===== config.mk =====
export PLATFORM = sky130hd
export DESIGN_NAME = mc_controller_flat
export DESIGN_NICKNAME = d
export VERILOG_FILES = /design/src/rtl/mc_pkg.sv /design/src/rtl/mc_controller_if.sv /design/src/rtl/mc_controller_aludec.sv /design/src/rtl/mc_controller.sv /design/src/flat_wrapper.sv
export SDC_FILE = /design/constraint.sdc
export NUM_CORES = 1
export LEC_CHECK = 0
export BUFFER_PORTS_ARGS = -buffer_cell sky130_fd_sc_hd__buf_4
export CAP_MARGIN = 40
export CORE_MARGIN = 8
export CORE_UTILIZATION = 42
export CTS_BUF_LIST = sky130_fd_sc_hd__clkbuf_8 sky130_fd_sc_hd__clkbuf_16
export DETAILED_ROUTE_END_ITERATION = 8
export GPL_TIMING_DRIVEN = 0
export PLACE_DENSITY_LB_ADDON = 0.05
export SLEW_MARGIN = 40
export SYNTH_ARGS = -nofsm -noshare
export SYNTH_HDL_FRONTEND = slang
export SYNTH_SLANG_ARGS = --single-unit
export TNS_END_PERCENT = 20

===== constraint.sdc =====
create_clock -name clk -period 1.7 [get_ports clk]
set_clock_uncertainty 0.1 [all_clocks]
set_input_delay 0.085 -clock clk [delete_from_list [all_inputs] [get_ports clk]]
set_output_delay 0.085 -clock clk [all_outputs]
set_load 0.02 [all_outputs]

===== src/rtl/mc_pkg.sv =====
// Shared types and constants for the multicycle MIPS-style controller.
package mc_pkg;

    typedef enum logic [3:0] {
        S_FETCH   = 4'd0,
        S_DECODE  = 4'd1,
        S_MEMADR  = 4'd2,
        S_MEMRD   = 4'd3,
        S_MEMWB   = 4'd4,
        S_MEMWR   = 4'd5,
        S_EXECUTE = 4'd6,
        S_ALUWB   = 4'd7,
        S_BRANCH  = 4'd8,
        S_ADDIEX  = 4'd9,
        S_ADDIWB  = 4'd10,
        S_JUMP    = 4'd11
    } state_e;

    localparam logic [5:0] OP_RTYPE = 6'b000000;
    localparam logic [5:0] OP_LW    = 6'b100011;
    localparam logic [5:0] OP_SW    = 6'b101011;
    localparam logic [5:0] OP_BEQ   = 6'b000100;
    localparam logic [5:0] OP_ADDI  = 6'b001000;
    localparam logic [5:0] OP_J     = 6'b000010;

    localparam logic [5:0] FN_ADD = 6'b100000;
    localparam logic [5:0] FN_SUB = 6'b100010;
    localparam logic [5:0] FN_AND = 6'b100100;
    localparam logic [5:0] FN_OR  = 6'b100101;
    localparam logic [5:0] FN_SLT = 6'b101010;

    localparam logic [2:0] ALU_ADD = 3'b010;
    localparam logic [2:0] ALU_SUB = 3'b110;
    localparam logic [2:0] ALU_AND = 3'b000;
    localparam logic [2:0] ALU_OR  = 3'b001;
    localparam logic [2:0] ALU_SLT = 3'b111;

endpackage


===== src/rtl/mc_controller_if.sv =====
// Controller <-> datapath/memory signal bundle.
interface mc_controller_if;
    logic [5:0] op;
    logic [5:0] funct;
    logic       zero;
    logic       mem_ready;
    logic       irwrite;
    logic       pcen;
    logic       iord;
    logic       memwrite;
    logic       memtoreg;
    logic       regdst;
    logic       regwrite;
    logic       alusrca;
    logic [1:0] alusrcb;
    logic       pcsrc;
    logic       jump;
    logic [2:0] alucontrol;
    logic       illegal;
    logic [3:0] state;

    modport master (
        input  op, funct, zero, mem_ready,
        output irwrite, pcen, iord, memwrite, memtoreg, regdst,
        output regwrite, alusrca, alusrcb, pcsrc, jump, alucontrol,
        output illegal, state
    );

    modport slave (
        output op, funct, zero, mem_ready,
        input  irwrite, pcen, iord, memwrite, memtoreg, regdst,
        input  regwrite, alusrca, alusrcb, pcsrc, jump, alucontrol,
        input  illegal, state
    );
endinterface


===== src/rtl/mc_controller_aludec.sv =====
// R-type funct field to ALU operation decoder.
module aludec
    import mc_pkg::*;
(
    input  logic [5:0] funct_i,
    output logic [2:0] alucontrol_o
);

    always_comb begin
        alucontrol_o = ALU_ADD;
        case (funct_i)
            FN_ADD:  alucontrol_o = ALU_ADD;
            FN_SUB:  alucontrol_o = ALU_SUB;
            FN_AND:  alucontrol_o = ALU_AND;
            FN_OR:   alucontrol_o = ALU_OR;
            FN_SLT:  alucontrol_o = ALU_SLT;
            default: alucontrol_o = ALU_ADD;
        endcase
    end

endmodule


===== src/rtl/mc_controller.sv =====
// Multicycle controller FSM: sequences fetch/decode/execute and drives
// datapath enables, with optional memory wait-states and a sticky illegal flag.
module mc_controller
    import mc_pkg::*;
#(
    parameter bit MEM_WAIT_EN = 1'b1
) (
    input logic           clk,
    input logic           reset,
    mc_controller_if.master bus
);

    state_e     state_q, state_d;
    logic       illegal_q, illegal_d;
    logic       mem_rdy;
    logic [2:0] alu_exec;

    logic       irwrite_c, pcwrite_c, branch_c;
    logic       iord_c, memwrite_c, memtoreg_c;
    logic       regdst_c, regwrite_c, alusrca_c;
    logic [1:0] alusrcb_c;
    logic       pcsrc_c, jump_c;
    logic [2:0] alucontrol_c;

    assign mem_rdy = MEM_WAIT_EN ? bus.mem_ready : 1'b1;

    aludec u_aludec (
        .funct_i      (bus.funct),
        .alucontrol_o (alu_exec)
    );

    always_ff @(posedge clk or negedge reset) begin
        if (!reset) begin
            state_q   <= S_FETCH;
            illegal_q <= 1'b0;
        end else begin
            state_q   <= state_d;
            illegal_q <= illegal_d;
        end
    end

    always_comb begin
        state_d      = state_q;
        illegal_d    = illegal_q;
        irwrite_c    = 1'b0;
        pcwrite_c    = 1'b0;
        branch_c     = 1'b0;
        iord_c       = 1'b0;
        memwrite_c   = 1'b0;
        memtoreg_c   = 1'b0;
        regdst_c     = 1'b0;
        regwrite_c   = 1'b0;
        alusrca_c    = 1'b0;
        alusrcb_c    = 2'b00;
        pcsrc_c      = 1'b0;
        jump_c       = 1'b0;
        alucontrol_c = ALU_ADD;
        case (state_q)
            S_FETCH: begin
                alusrcb_c = 2'b01;
                if (mem_rdy) begin
                    irwrite_c = 1'b1;
                    pcwrite_c = 1'b1;
                    state_d   = S_DECODE;
                end
            end
            S_DECODE: begin
                alusrcb_c = 2'b11;
                case (bus.op)
                    OP_LW, OP_SW: state_d = S_MEMADR;
                    OP_RTYPE:     state_d = S_EXECUTE;
                    OP_BEQ:       state_d = S_BRANCH;
                    OP_ADDI:      state_d = S_ADDIEX;
                    OP_J:         state_d = S_JUMP;
                    default: begin
                        state_d   = S_FETCH;
                        illegal_d = 1'b1;
                    end
                endcase
            end
            S_MEMADR: begin
                alusrca_c = 1'b1;
                alusrcb_c = 2'b10;
                state_d   = (bus.op == OP_LW) ? S_MEMRD : S_MEMWR;
            end
            S_MEMRD: begin
                iord_c = 1'b1;
                if (mem_rdy) state_d = S_MEMWB;
            end
            S_MEMWB: begin
                memtoreg_c = 1'b1;
                regwrite_c = 1'b1;
                state_d    = S_FETCH;
            end
            S_MEMWR: begin
                iord_c     = 1'b1;
                memwrite_c = 1'b1;
                if (mem_rdy) state_d = S_FETCH;
            end
            S_EXECUTE: begin
                alusrca_c    = 1'b1;
                alucontrol_c = alu_exec;
                state_d      = S_ALUWB;
            end
            S_ALUWB: begin
                regdst_c   = 1'b1;
                regwrite_c = 1'b1;
                state_d    = S_FETCH;
            end
            S_BRANCH: begin
                alusrca_c    = 1'b1;
                alucontrol_c = ALU_SUB;
                branch_c     = 1'b1;
                pcsrc_c      = 1'b1;
                state_d      = S_FETCH;
            end
            S_ADDIEX: begin
                alusrca_c = 1'b1;
                alusrcb_c = 2'b10;
                state_d   = S_ADDIWB;
            end
            S_ADDIWB: begin
                regwrite_c = 1'b1;
                state_d    = S_FETCH;
            end
            S_JUMP: begin
                jump_c    = 1'b1;
                pcwrite_c = 1'b1;
                state_d   = S_FETCH;
            end
            default: state_d = S_FETCH;
        endcase
    end

    // Write enables are gated by reset so nothing commits while it is held.
    assign bus.irwrite    = irwrite_c & reset;
    assign bus.pcen       = (pcwrite_c | (branch_c & bus.zero)) & reset;
    assign bus.memwrite   = memwrite_c & reset;
    assign bus.regwrite   = regwrite_c & reset;
    assign bus.iord       = iord_c;
    assign bus.memtoreg   = memtoreg_c;
    assign bus.regdst     = regdst_c;
    assign bus.alusrca    = alusrca_c;
    assign bus.alusrcb    = alusrcb_c;
    assign bus.pcsrc      = pcsrc_c;
    assign bus.jump       = jump_c;
    assign bus.alucontrol = alucontrol_c;
    assign bus.illegal    = illegal_q;
    assign bus.state      = state_q;

endmodule

===== src/flat_wrapper.sv =====
// flat-port wrapper written by rule: the top's interface ports become plain ports
module mc_controller_flat import mc_pkg::*;
#(
    parameter bit MEM_WAIT_EN = 1'b1
)
  (clk, reset, bus_op, bus_funct, bus_zero, bus_mem_ready, bus_irwrite, bus_pcen, bus_iord, bus_memwrite, bus_memtoreg, bus_regdst, bus_regwrite, bus_alusrca, bus_alusrcb, bus_pcsrc, bus_jump, bus_alucontrol, bus_illegal, bus_state);
  mc_controller_if bus_i ();
  input logic clk;
  input logic reset;
  input wire logic [$bits(bus_i.op)-1:0] bus_op;
  input wire logic [$bits(bus_i.funct)-1:0] bus_funct;
  input wire logic [$bits(bus_i.zero)-1:0] bus_zero;
  input wire logic [$bits(bus_i.mem_ready)-1:0] bus_mem_ready;
  output wire logic [$bits(bus_i.irwrite)-1:0] bus_irwrite;
  output wire logic [$bits(bus_i.pcen)-1:0] bus_pcen;
  output wire logic [$bits(bus_i.iord)-1:0] bus_iord;
  output wire logic [$bits(bus_i.memwrite)-1:0] bus_memwrite;
  output wire logic [$bits(bus_i.memtoreg)-1:0] bus_memtoreg;
  output wire logic [$bits(bus_i.regdst)-1:0] bus_regdst;
  output wire logic [$bits(bus_i.regwrite)-1:0] bus_regwrite;
  output wire logic [$bits(bus_i.alusrca)-1:0] bus_alusrca;
  output wire logic [$bits(bus_i.alusrcb)-1:0] bus_alusrcb;
  output wire logic [$bits(bus_i.pcsrc)-1:0] bus_pcsrc;
  output wire logic [$bits(bus_i.jump)-1:0] bus_jump;
  output wire logic [$bits(bus_i.alucontrol)-1:0] bus_alucontrol;
  output wire logic [$bits(bus_i.illegal)-1:0] bus_illegal;
  output wire logic [$bits(bus_i.state)-1:0] bus_state;
  assign bus_i.op = bus_op;
  assign bus_i.funct = bus_funct;
  assign bus_i.zero = bus_zero;
  assign bus_i.mem_ready = bus_mem_ready;
  assign bus_irwrite = bus_i.irwrite;
  assign bus_pcen = bus_i.pcen;
  assign bus_iord = bus_i.iord;
  assign bus_memwrite = bus_i.memwrite;
  assign bus_memtoreg = bus_i.memtoreg;
  assign bus_regdst = bus_i.regdst;
  assign bus_regwrite = bus_i.regwrite;
  assign bus_alusrca = bus_i.alusrca;
  assign bus_alusrcb = bus_i.alusrcb;
  assign bus_pcsrc = bus_i.pcsrc;
  assign bus_jump = bus_i.jump;
  assign bus_alucontrol = bus_i.alucontrol;
  assign bus_illegal = bus_i.illegal;
  assign bus_state = bus_i.state;
  mc_controller #(.MEM_WAIT_EN(MEM_WAIT_EN)) u_core (.clk(clk), .reset(reset), .bus(bus_i));
endmodule

==> results.cfg <==
[setup_path]
startpoint_type = flop
required_ps = 1510
cp-end-kind = output pin
critPathBufInv = 1
critPathMaxFanout = 6
reg2reg_from = u_core.bus.state[0]$_DFFE_PN0P_
crit_path_start = u_core.bus.state[3]$_DFFE_PN0P_
crit_arrival_ps = 1710
critical_path_class = flop to output pin
max_stage_delay_ps = 500
critical_path.top_delay_family = simple AND/OR/NAND/NOR gates
crit_chain = nand2b_4 > or4b_4 > or2_1 > buf_6
cpMaxStageDelayCell = or4b_4

[synth]
ys_warn_count = 0
synth_area_leaders = dfrtp_1, nor2_1, a21oi_1
synth_edf_count = 0
ys_seq_area_share_pct = 19.9
post-synth-top-area-cell = dfrtp_1
avgSynthCellArea_um2 = 6.92
synthCells = 91
synth_cell_types = 37
synth.top_cell.area_share_pct = 19.9
syn_area_um2 = 629
async_reset_ff_share_pct = 100
synthFlopType = dfrtp_1
ys_ff_latch = 5
synth_nets = 107
synth_common_cells = nor2_1, a21oi_1, nand2_1
synth.most_common_cell = nor2_1

[timing]
finalSetupViolCount = 5
hold_slack_ps = 122
slew_violations = 0
final-hold-violation-count = 0
relSlewSlack_pct = 68.7
fin_crit_ps = 1900
rsz0062_at_grt = yes
worst_pin_slew_ps = 464
fmax_ghz = 0.528
fin_ws_ps = -195
period_share_pct = 111

[detailed_routing]
drcViolationCount = 0
via_count = 836
first_pass_iters = 4
wl_per_cell_um = 15.0
vias_per_cell = 5.50
drt-total-wl_mm = 2.28
drt-initial-drc-count = 11
drtAntennaViolNets = 0

[hold_path]
min_path_type = primary input to asynchronous set/reset pin

[final_layout]
syn2layout_area_growth_pct = 66.6
drive_gt1_share_pct = 44.1
nets = 153
diodes = 0
stdcell_area_mm2 = 0.00105

[floorplanning]
fp.dieW_um = 54.7
io-pin-count = 36
die_area_mm2 = 0.00299
rows = 14
core_mm2 = 0.00145
start_util_pct = 43.3
die_h_um = 54.7

[cts]
cts_tree = built
clk_pin_slew_ps = 40
cts_buffers = 3
numClockSinks = 5
cts_buffer_depth = 2
clock_latency_ps = 230
cts_root_buf = clkbuf_8
htreeDepth = 1

[grt]
grt_pass1_vias = 782
gr-usage-all-layers_pct = 15.4
grt_pass1_wl_mm = 3.46
antenna_found_initial = 0
grt_max_degree = 11
grt.overflow.total = 0

[place]
post-dp-hpwl_mm = 1.66
io_buffers = 34
gp_congestion = 0.828
dpl_cell_area_um2 = 918
dp_slack_ps = -91.8

[power_and_ir_drop]
power.leakage_nw = 0.468
power_density_mw_per_mm2 = 645
ir_drop_mv = 0.378

[flow_run]
cap_violations = 0

[status]
run_status = finished with violations
violations = setup timing
-- state kept, by name, indices dropped and copies added, names as in the netlist --
name	count
u_core.bus.illegal	1
u_core.bus.state	4
-- kinds of logic (layout without fill, tap and decap cells) --
group	Yosys count	count (layout)	synth area share [%]
buffers and inverters	9	54	7.16
DFF	5	5	19.9
and+or+nand+nor	49	49	42.7
AOI/OAI and AO/OA	22	22	21.3
xor gates and xnor gates	3	3	4.18
muxes	3	3	4.77
-- worst register-to-register path, delay by kind of cell, from the launching register on --
family / cells / cell delay, ps
AOI/OAI and AO/OA: 1 / 180
buffers and inverters: 1 / 190
DFF: 1 / 380
and+or+nand+nor: 2 / 610
-- power by group --
part | total, mW | switching (mW) | leakage [nW] | internal [mW]
clock | 0.222 | 0.0666 | 0.0269 | 0.155
sequential | 0.138 | 0.00973 | 0.0612 | 0.128
combinational | 0.316 | 0.169 | 0.380 | 0.147
total | 0.676 | 0.245 | 0.468 | 0.431
-- cell usage in the layout (no fill, tap or decap), types with 2 or more instances in the layout --
master / synthesis / layout
a31oi_1: 2 / 2
a21oi_1: 7 / 7
clkbuf_8: 0 / 3
o21ai_0: 5 / 5
clkbuf_2: 0 / 2
mux2i_1: 3 / 3
xnor2_1: 2 / 2
nor2b_1: 2 / 2
nor4_1: 2 / 2
nand2b_4: 2 / 2
buf_4: 0 / 41
buf_6: 1 / 2
nand2_1: 6 / 6
nor2_1: 18 / 15
dfrtp_1: 5 / 4
nand2b_1: 2 / 2
nand3_1: 2 / 2
inv_1: 2 / 3
nor3_1: 5 / 5
nor2_4: 0 / 2
-- per-layer routing --
metal	track usage [%]	wire length, um
met1	20.2	960
met2	22.3	1080
met3	4.35	210
met4	7.79	38
met5	0	0
-- final cells by class --
| cell class | count | area (um2) |
|---|---|---|
| repair buffers | 43 | 330 |
| clock inverters | 1 | 3.75 |
| well taps | 16 | 20.0 |
| clock buffers | 3 | 41.3 |
| flip-flops and latches | 5 | 126 |
| inverters | 2 | 7.51 |
| fillers | 129 | 405 |
| multi-input cells | 77 | 490 |
| plain buffers | 5 | 28.8 |
-- repair_timing --
action,4_1_cts,5_1_grt
pin swaps,2,3
setup buffers,3,5
gates resized for setup,5,9
setup endpoints to repair,9,11
hold endpoints to repair,5,0
hold buffers,1,0
-- stage by stage --
stage / instances / power, mW / TNS [ps] / util [%]
finish: 152 / 0.676 / -484 / 72.1
global route: 152 / 0.710 / -792 / 72.1
CTS: 148 / 0.657 / -1050 / 69.0
detailed placement: 141 / 0.419 / -91.8 / 63.2
global placement: 141 / 0.415 / -70.4 / 63.2
floorplan: 91 / 0.309 / -208 / -
-- worst paths after layout --
| path | slack, ps | depth (start not counted) | end |
|---|---|---|---|
| hold reg to reg | 400 | 1 | u_core.bus.illegal$_DFFE_PN0P_ |
| setup / recovery | -200 | 4 | bus_alucontrol[1] |
| setup reg to reg | 150 | 4 | u_core.bus.state[2]$_DFFE_PN0P_ |
| min in group clk | 140 | 3 | u_core.bus.state[0]$_DFFE_PN0P_ |
| max in group asynchronous | 1240 | 2 | u_core.bus.state[3]$_DFFE_PN0P_ |
| hold / removal | 120 | 2 | u_core.bus.illegal$_DFFE_PN0P_ |
Power figures use the tool's default switching activity.
